==> src/rtl/dcache_req_ctrl_pkg.sv <==
// -----------------------------------------------------------------------------
// dcache_req_ctrl_pkg
//
// Shared constants for the data-cache request controller:
//   - access size encodings (byte / half / word)
//   - default in-flight depth
//   - width of the packed dcache request bus {wr, size, addr, wstrb, wdata}
//   - a small helper that packs a request into that bus
// -----------------------------------------------------------------------------
package dcache_req_ctrl_pkg;

    // Access size encodings as carried on ms1_req_size / dcache_size.
    localparam logic [1:0] SIZE_B = 2'd0;
    localparam logic [1:0] SIZE_H = 2'd1;
    localparam logic [1:0] SIZE_W = 2'd2;

    // Default number of accepted-but-unanswered accesses.
    localparam int DEFAULT_MAX_OUTSTANDING = 2;

    // Field widths of one dcache request.
    localparam int ADDR_W  = 32;
    localparam int DATA_W  = 32;
    localparam int STRB_W  = 4;
    localparam int SIZE_FW = 2;

    // wr + size + addr + wstrb + wdata
    localparam int DCACHE_REQ_W = 1 + SIZE_FW + ADDR_W + STRB_W + DATA_W;

    // Pack request fields into one bus, wr in the MSB.
    function automatic logic [DCACHE_REQ_W-1:0] pack_req(
        input logic              wr,
        input logic [SIZE_FW-1:0] size,
        input logic [ADDR_W-1:0] addr,
        input logic [STRB_W-1:0] wstrb,
        input logic [DATA_W-1:0] wdata
    );
        return {wr, size, addr, wstrb, wdata};
    endfunction

endpackage

==> src/rtl/dcache_req_ctrl_req_tag_fifo.sv <==
// -----------------------------------------------------------------------------
// dcache_req_ctrl_req_tag_fifo
//
// In-order tag FIFO holding one discard bit per in-flight dcache access.
//
// Ports:
//   clk_i          clock
//   reset_i        synchronous active-high reset
//   push_i         allocate a new entry at tail (discard = 0); ignored if full
//   pop_i          retire the head entry; ignored if empty
//   flush_mark_i   set the discard bit of every valid entry at the clock edge
//   count_o        number of valid entries
//   full_o         count == DEPTH
//   empty_o        count == 0
//   head_discard_o discard bit of the head entry
// -----------------------------------------------------------------------------
module dcache_req_ctrl_req_tag_fifo
    import dcache_req_ctrl_pkg::*;
#(
    parameter int DEPTH = DEFAULT_MAX_OUTSTANDING,
    parameter int CNT_W = 2
) (
    input  logic             clk_i,
    input  logic             reset_i,
    input  logic             push_i,
    input  logic             pop_i,
    input  logic             flush_mark_i,
    output logic [CNT_W-1:0] count_o,
    output logic             full_o,
    output logic             empty_o,
    output logic             head_discard_o
);

    localparam int PTR_W = (DEPTH > 1) ? $clog2(DEPTH) : 1;

    logic [DEPTH-1:0] valid_q,   valid_d;
    logic [DEPTH-1:0] discard_q, discard_d;
    logic [PTR_W-1:0] head_q,    head_d;
    logic [PTR_W-1:0] tail_q,    tail_d;
    logic [CNT_W-1:0] count_q,   count_d;

    logic do_push;
    logic do_pop;

    assign full_o         = (count_q == CNT_W'(DEPTH));
    assign empty_o        = (count_q == '0);
    assign count_o        = count_q;
    assign head_discard_o = discard_q[head_q];

    assign do_push = push_i & ~full_o;
    assign do_pop  = pop_i  & ~empty_o;

    // DEPTH is a power of two, so the pointers wrap modulo DEPTH simply by
    // overflowing their PTR_W bits. Push and pop never hit the same slot:
    // push needs not-full and pop needs not-empty, and head == tail only
    // in one of those two states.
    always_comb begin
        valid_d   = valid_q;
        discard_d = discard_q;
        head_d    = head_q;
        tail_d    = tail_q;
        count_d   = count_q;

        if (flush_mark_i) begin
            discard_d = discard_q | valid_q;
        end

        if (do_push) begin
            valid_d[tail_q]   = 1'b1;
            discard_d[tail_q] = 1'b0;
            tail_d            = tail_q + 1'b1;
        end

        if (do_pop) begin
            valid_d[head_q] = 1'b0;
            head_d          = head_q + 1'b1;
        end

        case ({do_push, do_pop})
            2'b10:   count_d = count_q + 1'b1;
            2'b01:   count_d = count_q - 1'b1;
            default: count_d = count_q;
        endcase
    end

    always_ff @(posedge clk_i) begin
        if (reset_i) begin
            valid_q   <= '0;
            discard_q <= '0;
            head_q    <= '0;
            tail_q    <= '0;
            count_q   <= '0;
        end else begin
            valid_q   <= valid_d;
            discard_q <= discard_d;
            head_q    <= head_d;
            tail_q    <= tail_d;
            count_q   <= count_d;
        end
    end

endmodule

==> src/rtl/dcache_req_ctrl.sv <==
// -----------------------------------------------------------------------------
// dcache_req_ctrl
//
// Sequences data-cache accesses between memory stage 1 (issue) and memory
// stage 2 (response consume) on the dcache addr_ok/data_ok interface, tracking
// up to MAX_OUTSTANDING in-flight accesses in order. A pipeline flush marks
// all in-flight accesses as discard; their responses are swallowed.
//
// Optional feature macro: DCACHE_REQ_PROTO_CHECK_EN
//   defined   -> sticky proto_err on data_ok while empty or addr_ok without
//                dcache_req, plus a simulation-only message
//   undefined -> proto_err tied to 0, no checking logic
//
// Ports:
//   clk, reset                   clock, synchronous active-high reset
//   ms1_req_valid/wr/size/addr/wstrb/wdata   stage-1 access (held until ready)
//   ms1_req_ready                access accepted by dcache this cycle
//   pipe_flush                   flush pulse, cancels all in-flight accesses
//   dcache_req/wr/size/addr/wstrb/wdata      request to dcache
//   dcache_addr_ok               dcache accepted request
//   dcache_data_ok, dcache_rdata oldest response from dcache
//   ms2_data_ok, ms2_rdata       live response for stage 2
//   busy, outstanding            in-flight status
//   proto_err                    sticky protocol-error flag
//
// Handshake: a request transfers on a cycle where dcache_req and
// dcache_addr_ok are both high; stage 1 holds all ms1_req_* fields stable
// until it sees ms1_req_ready. Responses return in request order, one per
// dcache_data_ok, with no backpressure from stage 2.
// -----------------------------------------------------------------------------
module dcache_req_ctrl
    import dcache_req_ctrl_pkg::*;
#(
    parameter int MAX_OUTSTANDING = DEFAULT_MAX_OUTSTANDING,
    parameter int CNT_W           = 2
) (
    input  logic             clk,
    input  logic             reset,

    input  logic             ms1_req_valid,
    input  logic             ms1_req_wr,
    input  logic [1:0]       ms1_req_size,
    input  logic [31:0]      ms1_req_addr,
    input  logic [3:0]       ms1_req_wstrb,
    input  logic [31:0]      ms1_req_wdata,
    output logic             ms1_req_ready,

    input  logic             pipe_flush,

    output logic             dcache_req,
    output logic             dcache_wr,
    output logic [1:0]       dcache_size,
    output logic [31:0]      dcache_addr,
    output logic [3:0]       dcache_wstrb,
    output logic [31:0]      dcache_wdata,
    input  logic             dcache_addr_ok,
    input  logic             dcache_data_ok,
    input  logic [31:0]      dcache_rdata,

    output logic             ms2_data_ok,
    output logic [31:0]      ms2_rdata,

    output logic             busy,
    output logic [CNT_W-1:0] outstanding,
    output logic             proto_err
);

    logic             full;
    logic             empty;
    logic             head_discard;
    logic             push;
    logic             pop;
    logic [CNT_W-1:0] count;

    logic [DCACHE_REQ_W-1:0] req_bus;

    // Issue: no new request while full or during a flush cycle.
    assign dcache_req    = ms1_req_valid & ~full & ~pipe_flush;
    assign ms1_req_ready = dcache_req & dcache_addr_ok;
    assign push          = ms1_req_ready;

    // Request fields pass straight through, zero latency.
    assign req_bus = pack_req(ms1_req_wr, ms1_req_size, ms1_req_addr,
                              ms1_req_wstrb, ms1_req_wdata);
    assign {dcache_wr, dcache_size, dcache_addr, dcache_wstrb, dcache_wdata} = req_bus;

    // Response: a data_ok with nothing in flight is not popped. A data_ok in
    // the flush cycle belongs to an access being cancelled, so it is popped
    // but never forwarded.
    assign pop         = dcache_data_ok & ~empty;
    assign ms2_data_ok = pop & ~head_discard & ~pipe_flush;
    assign ms2_rdata   = dcache_rdata;

    assign outstanding = count;
    assign busy        = ~empty;

    dcache_req_ctrl_req_tag_fifo #(
        .DEPTH (MAX_OUTSTANDING),
        .CNT_W (CNT_W)
    ) u_tag_fifo (
        .clk_i          (clk),
        .reset_i        (reset),
        .push_i         (push),
        .pop_i          (pop),
        .flush_mark_i   (pipe_flush),
        .count_o        (count),
        .full_o         (full),
        .empty_o        (empty),
        .head_discard_o (head_discard)
    );

`ifdef DCACHE_REQ_PROTO_CHECK_EN
    logic proto_err_q, proto_err_d;
    logic err_empty_rsp;
    logic err_stray_ok;

    assign err_empty_rsp = dcache_data_ok & empty;
    assign err_stray_ok  = dcache_addr_ok & ~dcache_req;

    always_comb begin
        proto_err_d = proto_err_q | err_empty_rsp | err_stray_ok;
    end

    always_ff @(posedge clk) begin
        if (reset) begin
            proto_err_q <= 1'b0;
        end else begin
            proto_err_q <= proto_err_d;
        end
    end

    assign proto_err = proto_err_q;

`ifndef SYNTHESIS
    always_ff @(posedge clk) begin
        if (!reset && err_empty_rsp) begin
            $display("dcache_req_ctrl: protocol error, data_ok with no access in flight (t=%0t)", $time);
        end
        if (!reset && err_stray_ok) begin
            $display("dcache_req_ctrl: protocol error, addr_ok without dcache_req (t=%0t)", $time);
        end
    end
`endif
`else
    assign proto_err = 1'b0;
`endif

endmodule

==> config.mk <==
export PLATFORM = sky130hd
export DESIGN_NAME = dcache_req_ctrl
export DESIGN_NICKNAME = d
export VERILOG_FILES = /design/src/rtl/dcache_req_ctrl_pkg.sv /design/src/rtl/dcache_req_ctrl_req_tag_fifo.sv /design/src/rtl/dcache_req_ctrl.sv
export SDC_FILE = /design/constraint.sdc
export NUM_CORES = 1
export LEC_CHECK = 0
export BUFFER_PORTS_ARGS = -buffer_cell sky130_fd_sc_hd__buf_4
export CORE_AREA = 2 2 85 87
export DETAILED_ROUTE_END_ITERATION = 10
export DIE_AREA = 0 0 87 89
export PLACE_DENSITY = 0.6
export SETUP_SLACK_MARGIN = 0.5
export SLEW_MARGIN = 20
export SYNTH_ARGS = -nofsm -noshare
export SYNTH_HDL_FRONTEND = slang
export SYNTH_HIERARCHICAL = 1
export SYNTH_SLANG_ARGS = --single-unit
==> constraint.sdc <==
create_clock -name clk -period 4.2 [get_ports clk]
set_clock_uncertainty 0.05 [all_clocks]
set_input_delay 0.84 -clock clk [delete_from_list [all_inputs] [get_ports clk]]
set_output_delay 0.84 -clock clk [all_outputs]
set_load 0.05 [all_outputs]
# Word-level counts from Yosys, hierarchy flattened
# Cells that the tools add are included.
[word_totals] register_bits=8 inputBits=109 output_inout_bits=110 elab_cells=49
[classes] add_sub_neg=4 n_lt_le_gt_ge=4 eq_ne=3 mux=11 bitwise_logic=18 n_reduce_logical=4
[op_table] operator="1-bit bitwise AND" count=8
[op_table] operator="2-bit 2-to-1 mux" count=4
[op_table] operator="2-bit bitwise AND" count=2
[op_table] operator="2-bit == test, second input constant" count=2
[op_table] operator="1-bit by 2-bit less-than comparator with 1-bit output, second input constant" count=2
[op_table] operator="1-bit 2-to-1 mux" count=4
[op_table] operator="1-bit inverter" count=4
[op_table] operator="2-bit inverter" count=2
[op_table] operator="2-bit OR" count=2
[op_table] operator="2-bit case mux with 2 select lines" count=1
[op_table] operator="1-bit adder, second input constant" count=2
[op_table] operator="2-bit by 1-bit adder with 2-bit output, second input constant" count=1
[op_table] operator="1-bit demux with 1-bit select" count=2
[op_table] operator="2-bit by 1-bit == test with 1-bit output, second input constant" count=1
[op_table] operator="1-bit >= comparator, second input constant" count=2
[op_table] operator="1-bit logical AND" count=2
[op_table] operator="2-bit logical NOT" count=1
[op_table] operator="2-bit nonzero test" count=1
[op_table] operator="2-bit by 1-bit subtractor with 2-bit output, second input constant" count=1

# Logic depth before layout (Yosys ltp)
[logic_depth] ltp_word=9 depth_mapped=8

# Hierarchy
# Netlist, hierarchy kept.
[by_module_without_submodules] module="dcache_req_ctrl" instances=1 cells_per_inst=110 area_per_inst_um2=829.5
[by_module_without_submodules] module="dcache_req_ctrl_req_tag_fifo" instances=1 cells_per_inst=38 area_per_inst_um2=361.6

# Worst setup path after synthesis
# Ideal clock, no wire load.
[synth_timing] path_type="reg2out" start="register u_tag_fifo.count_q[0] (netlist: u_tag_fifo/count_o[0])" end="output dcache_req" t_arrival_ps=2167 t_required_ps=3310 path_slack_ps=1143 stages_incl_launch_ff=4 path_buffers=0 path_cell_list="dfxtp_1 -> nand2b_4 -> inv_2 -> nor3b_1"
[synth_between] elab_chain_cells=4
[synth_lines] item="from (decl)" line="dcache_req_ctrl_req_tag_fifo.sv:40" text="logic [CNT_W-1:0] count_q, count_d;"
[synth_lines] item="from (signal assigned)" line="dcache_req_ctrl_req_tag_fifo.sv:98" text="count_q <= count_d;"
[synth_lines] item="2-bit == test" line="dcache_req_ctrl_req_tag_fifo.sv:45" text="assign full_o = (count_q == CNT_W'(DEPTH));"
[synth_lines] item="net full" line="dcache_req_ctrl.sv:68" text="logic full;"
[synth_lines] item="1-bit inverter" line="dcache_req_ctrl.sv:78" text="assign dcache_req = ms1_req_valid & ~full & ~pipe_flush;"
[synth_lines] item="1-bit bitwise AND (2 in series)" line="dcache_req_ctrl.sv:78"
[synth_lines] item="to (decl)" line="dcache_req_ctrl.sv:50" text="output logic dcache_req,"
# The timed path passes the listed nets, and every way through them passes these cells.

# Final worst setup path
[layout_timing] start="input pipe_flush" end="output ms1_req_ready"
[layout_between] elab_chain_cells=3
[layout_lines] item="from (decl)" line="dcache_req_ctrl.sv:48" text="input logic pipe_flush,"
[layout_lines] item="1-bit inverter" line="dcache_req_ctrl.sv:78"
[layout_lines] item="1-bit bitwise AND" line="dcache_req_ctrl.sv:78"
[layout_lines] item="1-bit bitwise AND" line="dcache_req_ctrl.sv:79" text="assign ms1_req_ready = dcache_req & dcache_addr_ok;"
[layout_lines] item="to (decl)" line="dcache_req_ctrl.sv:46" text="output logic ms1_req_ready,"
# Every way passes these cells.

==> impl_metrics.tcl <==
set metrics [dict create \
    path_delay_family "buffers and inverters" \
    post_cts_buffers 0 \
    total_power_mw 0.2053 \
    clock-root-buffer "clkbuf_8" \
    yosysWarnings 6 \
    min_path_cells 2 \
    ir_worst_vdd_uv 142.2 \
    viasPerCell 3.409 \
    placed_cell_area_um2 589.3 \
    grt_pass1_vias 485 \
    hold_path.class "flip-flop to flip-flop" \
    cpMaxStageDelayCell "and4bb_2" \
    final_common_cell "buf_4" \
    antenna_found_initial 0 \
    grt.overflow.total 0 \
    ant_nets 0 \
    path_buf_inv 2 \
    cpMostUsedCell "buf_4" \
    holdBufCountCts 0 \
    setup_viol 0 \
    finalCriticalPeriod_ps 2438 \
    ys_types 27 \
    avgSynthCellArea_um2 8.048 \
    arrival_ps 1550 \
    finalHoldViolCount 0 \
    io_pins 219 \
    synthToLayoutAreaGrowth_pct -47.06 \
    seqPwrFrac 0.398 \
    grtUsageTotal 0.05117 \
    cts-resized-gates 0 \
    final_nets 169 \
    setup.worst_path.class "primary input to output port" \
    drt_iter0_markers 8 \
    slew_viol_final 0 \
    grt_pass1_wl_um 2856 \
    crit_fanout 5 \
    antenna_cells 0 \
    row_count 30 \
    worstPathCellList "buf_4 -> and4bb_2 -> buf_4" \
    cts_tree "built" \
    hold_slack_ps 420.7 \
    path_clk_slew_ps 40 \
    clkSinkCount 8 \
    design_area_um2 630.6 \
    start_kind "primary input" \
    wl_um 2115 \
    core_um2 6719 \
    start_util 0.1773 \
    p_switching_mw 0.05171 \
    crit_required_ps 3310 \
    clockBufferDepth 2 \
    gp_congestion 0.7345 \
    power_density_nw_per_um2 325.6 \
    clk-insertion-delay-late_ps 230 \
    finalNonFillerCells 137 \
    cts_made_buffers 3 \
    htree_levels 1 \
    grt_max_degree 9 \
    swShare 0.2519 \
    layout_common_cells "11 x buf_4, 8 x dfxtp_1, 4 x inv_1, 4 x nor2_1, 4 x a21oi_1" \
    dp_cells 134 \
    p_comb_frac 0.166 \
    intPower_mw 0.1536 \
    drive_gt1_frac 0.3860 \
    die_h_um 89 \
    cpPeakStageDelay_ps 350 \
    min_period_over_period 0.5805 \
    synthesis.area_um2 1191 \
    worstSetupPathDepth 3 \
    worst_r2r_path_depth 7 \
    fin_tns_setup_ps 0 \
    rsz0062_at_grt "no" \
    crit_path_end_kind "output port" \
    drc 0 \
    maxCapViolations 0 \
    max_freq_mhz 410.2 \
    hpwl_um 1767 \
    clock_power_share 0.436 \
    ys_seq_area_frac 0.1345 \
    port_buffers 11 \
    ys_ff_latch 8 \
    firstDrtPassIters 4 \
    vias 467 \
    die_area_um2 7743 \
    fp.dieW_um 87 \
    netlist_instances 148 \
    wl_per_cell_um 15.44 \
    synth_fp_nets 258 \
    outcome "finished clean" \
    p_leak_nw 0.2222 \
]
==> state kept, by name, summed over array words and instances (netlist names) <==
name,flops
u_tag_fifo/valid_q,2
u_tag_fifo/tail_q,1
u_tag_fifo/count_o,2
u_tag_fifo/discard_q,2
u_tag_fifo/head_q,1
==> path summary, 6_finish.rpt <==
| check | start | slack (ps) | end |
|---|---|---|---|
| max | pipe_flush | 1760 | ms1_req_ready |
| min | u_tag_fifo/valid_q[0]$_SDFF_PP0_ | 420 | u_tag_fifo/valid_q[0]$_SDFF_PP0_ |
| max reg2reg | u_tag_fifo/count_o[0]$_SDFFE_PP0P_ | 2150 | u_tag_fifo/count_o[1]$_SDFFE_PP0P_ |
| min reg2reg | u_tag_fifo/valid_q[0]$_SDFF_PP0_ | 420 | u_tag_fifo/valid_q[0]$_SDFF_PP0_ |
==> Yosys cell counts <==
library cell | instances | area share
a211oi_1 | 1 | 0.0063
a21oi_1 | 4 | 0.017
a221oi_2 | 1 | 0.013
a311oi_1 | 1 | 0.0074
a31oi_1 | 1 | 0.0053
and2_1 | 1 | 0.0053
and4bb_2 | 1 | 0.011
buf_1 | 1 | 0.0031
buf_4 | 104 | 0.66
conb_1 | 1 | 0.0031
dfxtp_1 | 8 | 0.13
ha_1 | 1 | 0.011
inv_1 | 4 | 0.013
inv_2 | 1 | 0.0031
mux2_2 | 1 | 0.0095
nand2_1 | 1 | 0.0031
nand2b_4 | 1 | 0.012
nor2_1 | 4 | 0.013
nor2b_1 | 1 | 0.0053
nor3b_1 | 1 | 0.0063
nor4b_2 | 1 | 0.013
o21a_2 | 1 | 0.0074
o21ai_0 | 2 | 0.0084
or3_1 | 1 | 0.0053
or3_4 | 1 | 0.0095
xnor2_1 | 2 | 0.015
xor2_1 | 1 | 0.0074
==> kinds of logic (layout without fill, tap and decap cells) <==
logic type,count (synthesis),count (layout),synth area share
other,1,1,0.003148
buffers and inverters,110,19,0.6744
AND/OR/NAND/NOR,13,13,0.08193
adder cells (fa/ha/maj),1,1,0.01050
flip-flops,8,8,0.1345
XOR/XNOR,3,3,0.02206
AO/OA/AOI/OAI,11,11,0.06408
multiplexers,1,1,0.009453
==> through the flow <==
stage                     setup slack [ps]     util
final                                 1762  0.09385
after global placement                1757  0.08771
after detailed placement              1758  0.08771
after floorplan                       1143        -
after CTS                             1756  0.09385
after global routing                  1702  0.09385
==> power by group through the flow <==
stage,clock network [mW],logic [mW],registers (mW)
5_1_grt,0.0980,0.0371,0.0822
3_5_place_dp,0,0.0348,0.0830
2_1_floorplan,0,0.286,0.0852
6_report,0.0895,0.0341,0.0818
4_1_cts,0.0933,0.0349,0.0818
3_3_place_gp,0,0.0346,0.0829
==> tightest hold or removal path: stages, from the launching register on <==
cell and delay, ps:
dfxtp_1 300, inv_1 60, a221oi_2 50
==> metal layers <==
metal  GRT usage  vias up  share of wire
li1            -      178              -
met1     0.03689      172           0.23
met2     0.06454       69           0.40
met3     0.04247       48           0.22
met4     0.08523        0           0.15
met5           0        -              0
==> final cells by class <==
cell class              instances  area [µm²]
multi-input cells              30       227.7
flip-flops and latches          8       160.2
clock buffers                   3       41.29
well taps                      80       100.1
fillers                       770        6088
repair buffers                 11       82.58
inverters                       5       18.77
No activity file was read; power rests on OpenSTA's default activity.
